==> src/rtl/mult_job_sequencer_pkg.sv <==
// mult_job_sequencer_pkg: shared FSM state encodings and result-buffer depth default (package mult_defs)
package mult_defs;
    localparam int FIFO_DEPTH_DEF = 2;
    typedef enum logic [1:0] {
        S_IDLE  = 2'd0,
        S_START = 2'd1,
        S_WAIT  = 2'd2,
        S_PUSH  = 2'd3
    } state_t;
endpackage

==> src/rtl/mult_job_sequencer_if.sv <==
// mult_job_sequencer_if: operand input, multiplier and result output handshakes of the job sequencer
interface mult_job_sequencer_if #(parameter int N = 4);
    logic           in_valid;
    logic           in_ready;
    logic [N-1:0]   in_a;
    logic [N-1:0]   in_b;
    logic           mult_st;
    logic [N-1:0]   mult_a;
    logic [N-1:0]   mult_b;
    logic           mult_done;
    logic [2*N-1:0] mult_prod;
    logic           out_valid;
    logic           out_ready;
    logic [2*N-1:0] out_prod;
    modport slave (
        input  in_valid, in_a, in_b, mult_done, mult_prod, out_ready,
        output in_ready, mult_st, mult_a, mult_b, out_valid, out_prod
    );
    modport master (
        output in_valid, in_a, in_b, mult_done, mult_prod, out_ready,
        input  in_ready, mult_st, mult_a, mult_b, out_valid, out_prod
    );
endinterface

==> src/rtl/mult_job_sequencer_prod_fifo.sv <==
// prod_fifo: small result buffer with wrapping pointers and an occupancy count
module prod_fifo #(
    parameter int W     = 8,
    parameter int DEPTH = 2
) (
    input  logic                       clk,
    input  logic                       rst,
    input  logic                       push,
    input  logic                       pop,
    input  logic [W-1:0]               din,
    output logic [W-1:0]               dout,
    output logic [$clog2(DEPTH+1)-1:0] count
);
    localparam int AW = (DEPTH > 1) ? $clog2(DEPTH) : 1;
    localparam int CW = $clog2(DEPTH + 1);
    logic [W-1:0]  mem [DEPTH];
    logic [AW-1:0] wp;
    logic [AW-1:0] rp;
    function automatic logic [AW-1:0] inc(input logic [AW-1:0] p);
        return (p == AW'(DEPTH - 1)) ? '0 : p + 1'b1;
    endfunction
    assign dout = mem[rp];
    // write at tail, read from head; push and pop together keep the count
    always_ff @(posedge clk) begin
        if (rst) begin
            wp    <= '0;
            rp    <= '0;
            count <= '0;
        end else begin
            if (push) begin
                mem[wp] <= din;
                wp      <= inc(wp);
            end
            if (pop) rp <= inc(rp);
            count <= count + CW'(push) - CW'(pop);
        end
    end
endmodule

==> src/rtl/mult_job_sequencer.sv <==
// mult_job_sequencer: feeds operand pairs to an external multiplier one job at a time and buffers products; MULT_ZERO_BYPASS_EN skips the multiplier for zero operands
import mult_defs::*;
module mult_job_sequencer #(
    parameter int N          = 4,
    parameter int FIFO_DEPTH = FIFO_DEPTH_DEF
) (
    input  logic                 clk,
    input  logic                 rst,
    mult_job_sequencer_if.slave  bus,
    output logic                 busy
);
    localparam int CW = $clog2(FIFO_DEPTH + 1);
    state_t         state;
    logic [N-1:0]   op_a;
    logic [N-1:0]   op_b;
    logic [2*N-1:0] hold;
    logic           st_q;
    logic [CW-1:0]  fifo_count;
    logic           accept;
    assign bus.in_ready  = !rst && (state == S_IDLE) && (fifo_count < CW'(FIFO_DEPTH));
    assign accept        = bus.in_valid && bus.in_ready;
    assign bus.mult_st   = st_q;
    assign bus.mult_a    = op_a;
    assign bus.mult_b    = op_b;
    assign bus.out_valid = (fifo_count != '0);
    assign busy          = (state != S_IDLE);
    // job FSM: accept, start pulse, wait for done, push product
    always_ff @(posedge clk) begin
        if (rst) begin
            state <= S_IDLE;
            op_a  <= '0;
            op_b  <= '0;
            hold  <= '0;
            st_q  <= 1'b0;
        end else begin
            st_q <= 1'b0;
            case (state)
                S_IDLE: if (accept) begin
                    op_a <= bus.in_a;
                    op_b <= bus.in_b;
`ifdef MULT_ZERO_BYPASS_EN
                    if (bus.in_a == '0 || bus.in_b == '0) begin
                        hold  <= '0;
                        state <= S_PUSH;
                    end else begin
                        st_q  <= 1'b1;
                        state <= S_START;
                    end
`else
                    st_q  <= 1'b1;
                    state <= S_START;
`endif
                end
                S_START: state <= S_WAIT;
                S_WAIT: if (bus.mult_done) begin
                    hold  <= bus.mult_prod;
                    state <= S_PUSH;
                end
                S_PUSH: state <= S_IDLE;
            endcase
        end
    end
    prod_fifo #(.W(2*N), .DEPTH(FIFO_DEPTH)) u_fifo (
        .clk   (clk),
        .rst   (rst),
        .push  (state == S_PUSH),
        .pop   (bus.out_valid && bus.out_ready),
        .din   (hold),
        .dout  (bus.out_prod),
        .count (fifo_count)
    );
endmodule
==> src/flat_wrapper.sv <==
// flat-port wrapper written by rule: the top's interface ports become plain ports
module mult_job_sequencer_flat 
#(
    parameter int N          = 4,
    parameter int FIFO_DEPTH = FIFO_DEPTH_DEF
)
  (clk, rst, busy, bus_in_valid, bus_in_a, bus_in_b, bus_mult_done, bus_mult_prod, bus_out_ready, bus_in_ready, bus_mult_st, bus_mult_a, bus_mult_b, bus_out_valid, bus_out_prod);
  mult_job_sequencer_if #(.N(N)) bus_i ();
  input  logic clk;
  input  logic rst;
  output logic busy;
  input wire logic [$bits(bus_i.in_valid)-1:0] bus_in_valid;
  input wire logic [$bits(bus_i.in_a)-1:0] bus_in_a;
  input wire logic [$bits(bus_i.in_b)-1:0] bus_in_b;
  input wire logic [$bits(bus_i.mult_done)-1:0] bus_mult_done;
  input wire logic [$bits(bus_i.mult_prod)-1:0] bus_mult_prod;
  input wire logic [$bits(bus_i.out_ready)-1:0] bus_out_ready;
  output wire logic [$bits(bus_i.in_ready)-1:0] bus_in_ready;
  output wire logic [$bits(bus_i.mult_st)-1:0] bus_mult_st;
  output wire logic [$bits(bus_i.mult_a)-1:0] bus_mult_a;
  output wire logic [$bits(bus_i.mult_b)-1:0] bus_mult_b;
  output wire logic [$bits(bus_i.out_valid)-1:0] bus_out_valid;
  output wire logic [$bits(bus_i.out_prod)-1:0] bus_out_prod;
  assign bus_i.in_valid = bus_in_valid;
  assign bus_i.in_a = bus_in_a;
  assign bus_i.in_b = bus_in_b;
  assign bus_i.mult_done = bus_mult_done;
  assign bus_i.mult_prod = bus_mult_prod;
  assign bus_i.out_ready = bus_out_ready;
  assign bus_in_ready = bus_i.in_ready;
  assign bus_mult_st = bus_i.mult_st;
  assign bus_mult_a = bus_i.mult_a;
  assign bus_mult_b = bus_i.mult_b;
  assign bus_out_valid = bus_i.out_valid;
  assign bus_out_prod = bus_i.out_prod;
  mult_job_sequencer #(.N(N), .FIFO_DEPTH(FIFO_DEPTH)) u_core (.clk(clk), .rst(rst), .bus(bus_i), .busy(busy));
endmodule
==> config.mk <==
export PLATFORM = sky130hd
export DESIGN_NAME = mult_job_sequencer_flat
export DESIGN_NICKNAME = d
export VERILOG_FILES = /design/src/rtl/mult_job_sequencer_pkg.sv /design/src/rtl/mult_job_sequencer_if.sv /design/src/rtl/mult_job_sequencer_prod_fifo.sv /design/src/rtl/mult_job_sequencer.sv /design/src/flat_wrapper.sv
export SDC_FILE = /design/constraint.sdc
export NUM_CORES = 1
export LEC_CHECK = 0
export ABC_AREA = 1
export CAP_MARGIN = 25
export CORE_MARGIN = 8
export CORE_UTILIZATION = 47
export DETAILED_ROUTE_END_ITERATION = 7
export HOLD_SLACK_MARGIN = 0.15
export PLACE_DENSITY = 0.84
export RECOVER_POWER = 100
export SETUP_SLACK_MARGIN = 0.1
export SYNTH_ARGS = -nofsm -noshare
export SYNTH_HDL_FRONTEND = slang
export SYNTH_SLANG_ARGS = --single-unit
==> constraint.sdc <==
create_clock -name clk -period 1.91 [get_ports clk]
set_input_delay 0.382 -clock clk [delete_from_list [all_inputs] [get_ports clk]]
set_output_delay 0.382 -clock clk [all_outputs]
set_load 0.1 [all_outputs]
==> qor.yml <==
place:
  dp_hpwl_mm: 2.52
  dp.cells: 230
  gp_congestion: 0.726
  place_area_um2: 2110
  port_buffers: 40
sta:
  setup_viol: 0
  worstMarginPinSlew_ns: 0.554
  drv_slew: 0
  fin_crit_ns: 1.79
  grt_setup_unrepaired: "false"
  fin_setup_tns_ns: 0
  slew-limit-headroom: 0.632
  finalCritPeriodShare: 0.939
  skew_ns: 0.0150
  report.final.hold_viol_count: 0
  timing.fmax_mhz: 557
worst_setup_path:
  regToRegEndpoint: "u_core.u_fifo.mem[1][3]$_DFFE_PP_"
  worstRegToRegCells: 5
  cp-startpoint: "u_core.state[0]$_SDFFE_PP0P_"
  path_delay_family: "buffers and inverters"
  crit_required_ns: 1.53
  cp.arrival_ns: 1.41
  slowest_stage: "dfxtp_1"
  critPathMaxFanout: 3
  rrSetupSlack_ns: 0.17
  path_buf_inv: 3
  path_cells: "inv_2 > ha_4 > clkinvlp_4 > nor3_4 > buf_12"
  critPathCaptureType: "primary output"
  critPathCapture: "bus_in_ready"
  crit_type: "reg2out"
  start_kind: "flip-flop"
  regToRegStartpoint: "u_core.state[0]$_SDFFE_PP0P_"
  cp_slowest_stage_delay_ns: 0.35
  cp_num_cells: 5
clock_network:
  clock_path_buffers: 2
  cts.sinks: 40
  clk_pin_slew_worst_paths_ns: 0.12
  cts_max_level: 2
  clkLatencyLatePin_ns: 0.34
  numCtsBuffers: 5
  cts-root-buf: "clkbuf_4"
  cts_tree: "done"
cells_and_area:
  fin_util: 0.691
  multiInputGateArea_um2: 500
  seqCellArea_um2: 963
  n_antenna_cell: 0
  finalInstanceArea_um2: 2130
  layout.cells.non_filler: 241
  layout-drive-gt1-share: 0.198
  area_delta_synth_final_pct: 39.5
  fillCellCount: 243
  nNetsFinal: 222
grt:
  antenna_found_initial: 0
  grt_max_degree: 21
  overflow: 0
  grt_usage: 0.123
  grt_pass1_vias: 1194
  grt_pass1_wl_mm: 5.06
logic_synthesis:
  avgSynthCellArea_um2: 10.5
  syn-instance-count: 145
  synth_cell_types: 18
  ys.flop_type: "dfxtp_1"
  netlist_area_um2: 1530
  ys_warn_count: 0
  synth_area_leaders: "dfxtp_1 32%, edfxtp_1 32%, nor2_1 8.6%, o21ai_0 6.2%, mux2_2 5.9%"
  synth-seq-cells: 40
  synth_enable_flop_cells: 16
  synth_top_area_frac: 0.315
  synth-async-reset-ratio: 0
  syn-num-nets: 171
  ys_seq_area_frac: 0.630
  yosysTopAreaCell: "dfxtp_1"
power_and_ir_drop:
  p_leak_nw: 0.863
  peakVddDrop_uv: 1270
  switching_share: 0.483
  seqPwrFrac: 0.345
  p_comb_frac: 0.533
  p_int_mw: 1.73
  power_frac_clock: 0.122
  p_switching_mw: 1.62
  power_density_nw_per_um2: 1570
die:
  die_h_um: 73.0
  fp.dieW_um: 73.0
  core_um2: 3080
  initial_core_util: 0.496
  die_area_um2: 5320
  fp-row-count: 20
  ios: 41
flow_run:
  cap_violations: 0
routing:
  dr.pass1.iters: 4
  wl_per_cell_um: 13.6
  routed_wl_mm: 3.27
  dr_total_vias: 1148
  drtIter0Drc: 21
  drc: 0
  ant_nets: 0
  vias_per_cell: 4.76
min_path:
  hp-class: "in2reg"
  hold_depth: 2
outcome:
  status: "finished clean"
logic make-up (layout without fill, tap and decap cells):
logic type                 Yosys count  count (layout)  synth area share
AOI/OAI and AO/OA                   26              26            0.0870
xor gates and xnor gates             1               1           0.00574
adders and majority gates            5               5            0.0410
buffers and inverters               18              70            0.0459
DFF                                 40              40             0.630
muxes                                8               8            0.0591
and+or+nand+nor                     47              47             0.131
metal layers:
metal | GRT usage | wire length [um] | vias up
met1 | 0.112 | 1230 | 523
met5 | 0 | 0 | -
li1 | - | - | 579
met3 | 0.0563 | 240 | 4
met4 | 0.0400 | 24 | 0
met2 | 0.232 | 1770 | 42
stage by stage:
step	hold slack (ns)	setup WS, ns	total power [mW]
floorplan	0.425	-0.414	2.45
global placement	0.432	0.105	2.97
detailed placement	0.443	0.0320	3.03
CTS	0.466	0.0501	3.46
global route	0.417	0.0532	3.52
finish	0.401	0.116	3.35
Yosys cell counts (2+ instances only):
library cell   n
o21ai_0       19
mux2_2         8
nand2_1        7
dfxtp_1       24
inv_1         13
nor3_1         2
a21oi_1        6
edfxtp_1      16
ha_1           5
nor2_1        35
inv_2          2
buf_2          2
layout make-up:
| class | count | area share |
|---|---|---|
| clock buffer | 5 | 0.0176 |
| clock inverter | 3 | 0.00882 |
| inverter | 15 | 0.0282 |
| multi-input combinational | 87 | 0.235 |
| sequential | 40 | 0.453 |
| tap | 44 | 0.0259 |
| timing repair buffer | 47 | 0.232 |
cells in the final DEF (no fill, tap or decap):
master / n
edfxtp_1: 16
buf_12: 10
inv_2: 3
clkbuf_1: 4
o21a_1: 1
nor3_4: 1
ha_4: 1
clkinv_4: 1
nor3_1: 1
clkinvlp_4: 1
clkdlybuf4s50_1: 19
clkbuf_4: 7
nand4_1: 1
ha_1: 4
nand2_1: 8
inv_1: 11
dfxtp_2: 2
dlymetal6s2s_1: 1
nand3_1: 1
xnor2_1: 1
mux2_1: 8
a21oi_1: 6
clkbuf_2: 9
clkinv_2: 2
nor2_1: 35
buf_4: 2
o21ai_0: 19
dfxtp_1: 22
sequential cells by signal (all words and copies together), names as in the netlist, named ones only:
name,count
u_core.bus.mult_st,1
u_core.u_fifo.count,2
u_core.u_fifo.wp,1
u_core.state,2
u_core.bus.mult_a,4
u_core.hold,8
u_core.u_fifo.mem,16
u_core.bus.mult_b,4
u_core.u_fifo.rp,1
power groups by stage:
stage | clock [mW] | combinational, mW | sequential [mW]
floorplan | 0 | 1.03 | 1.43
global placement | 0 | 1.82 | 1.16
detailed placement | 0 | 1.86 | 1.17
CTS | 0.418 | 1.88 | 1.16
global route | 0.458 | 1.89 | 1.17
finish | 0.409 | 1.79 | 1.16
worst reg2reg max path: cells and delay by family (launching register included):
| kind | cells | cell delay [ns] |
|---|---|---|
| adder cells (fa/ha/maj) | 1 | 0.19 |
| flip-flops | 1 | 0.39 |
| buffers and inverters | 3 | 0.65 |
| AND/OR/NAND/NOR | 1 | 0.15 |
what timing repair did:
| item | 4_1_cts | 5_1_grt |
|---|---|---|
| setup endpoints to repair | 9 | 2 |
| setup buffers | 1 | 2 |
| pin swaps | 0 | 2 |
| gates resized for setup | 1 | 2 |
| hold buffers | 0 | 0 |
| endpoints found under the hold margin | 0 | 0 |
worst min path at each step:
stage                                       start                                 to  slack [ns]
floorplan           u_core.u_fifo.rp$_SDFFE_PP0P_                          flip-flop        0.43
global placement      u_core.hold[5]$_SDFFE_PP0P_  u_core.u_fifo.mem[0][5]$_DFFE_PP_        0.43
detailed placement    u_core.hold[3]$_SDFFE_PP0P_  u_core.u_fifo.mem[1][3]$_DFFE_PP_        0.44
finish                                        rst  u_core.u_fifo.count[0]$_SDFF_PP0_        0.40
global route                                  rst  u_core.u_fifo.count[0]$_SDFF_PP0_        0.42
CTS                 u_core.u_fifo.rp$_SDFFE_PP0P_      u_core.u_fifo.rp$_SDFFE_PP0P_        0.47
Note: power is estimated with default switching activity, not from simulation.
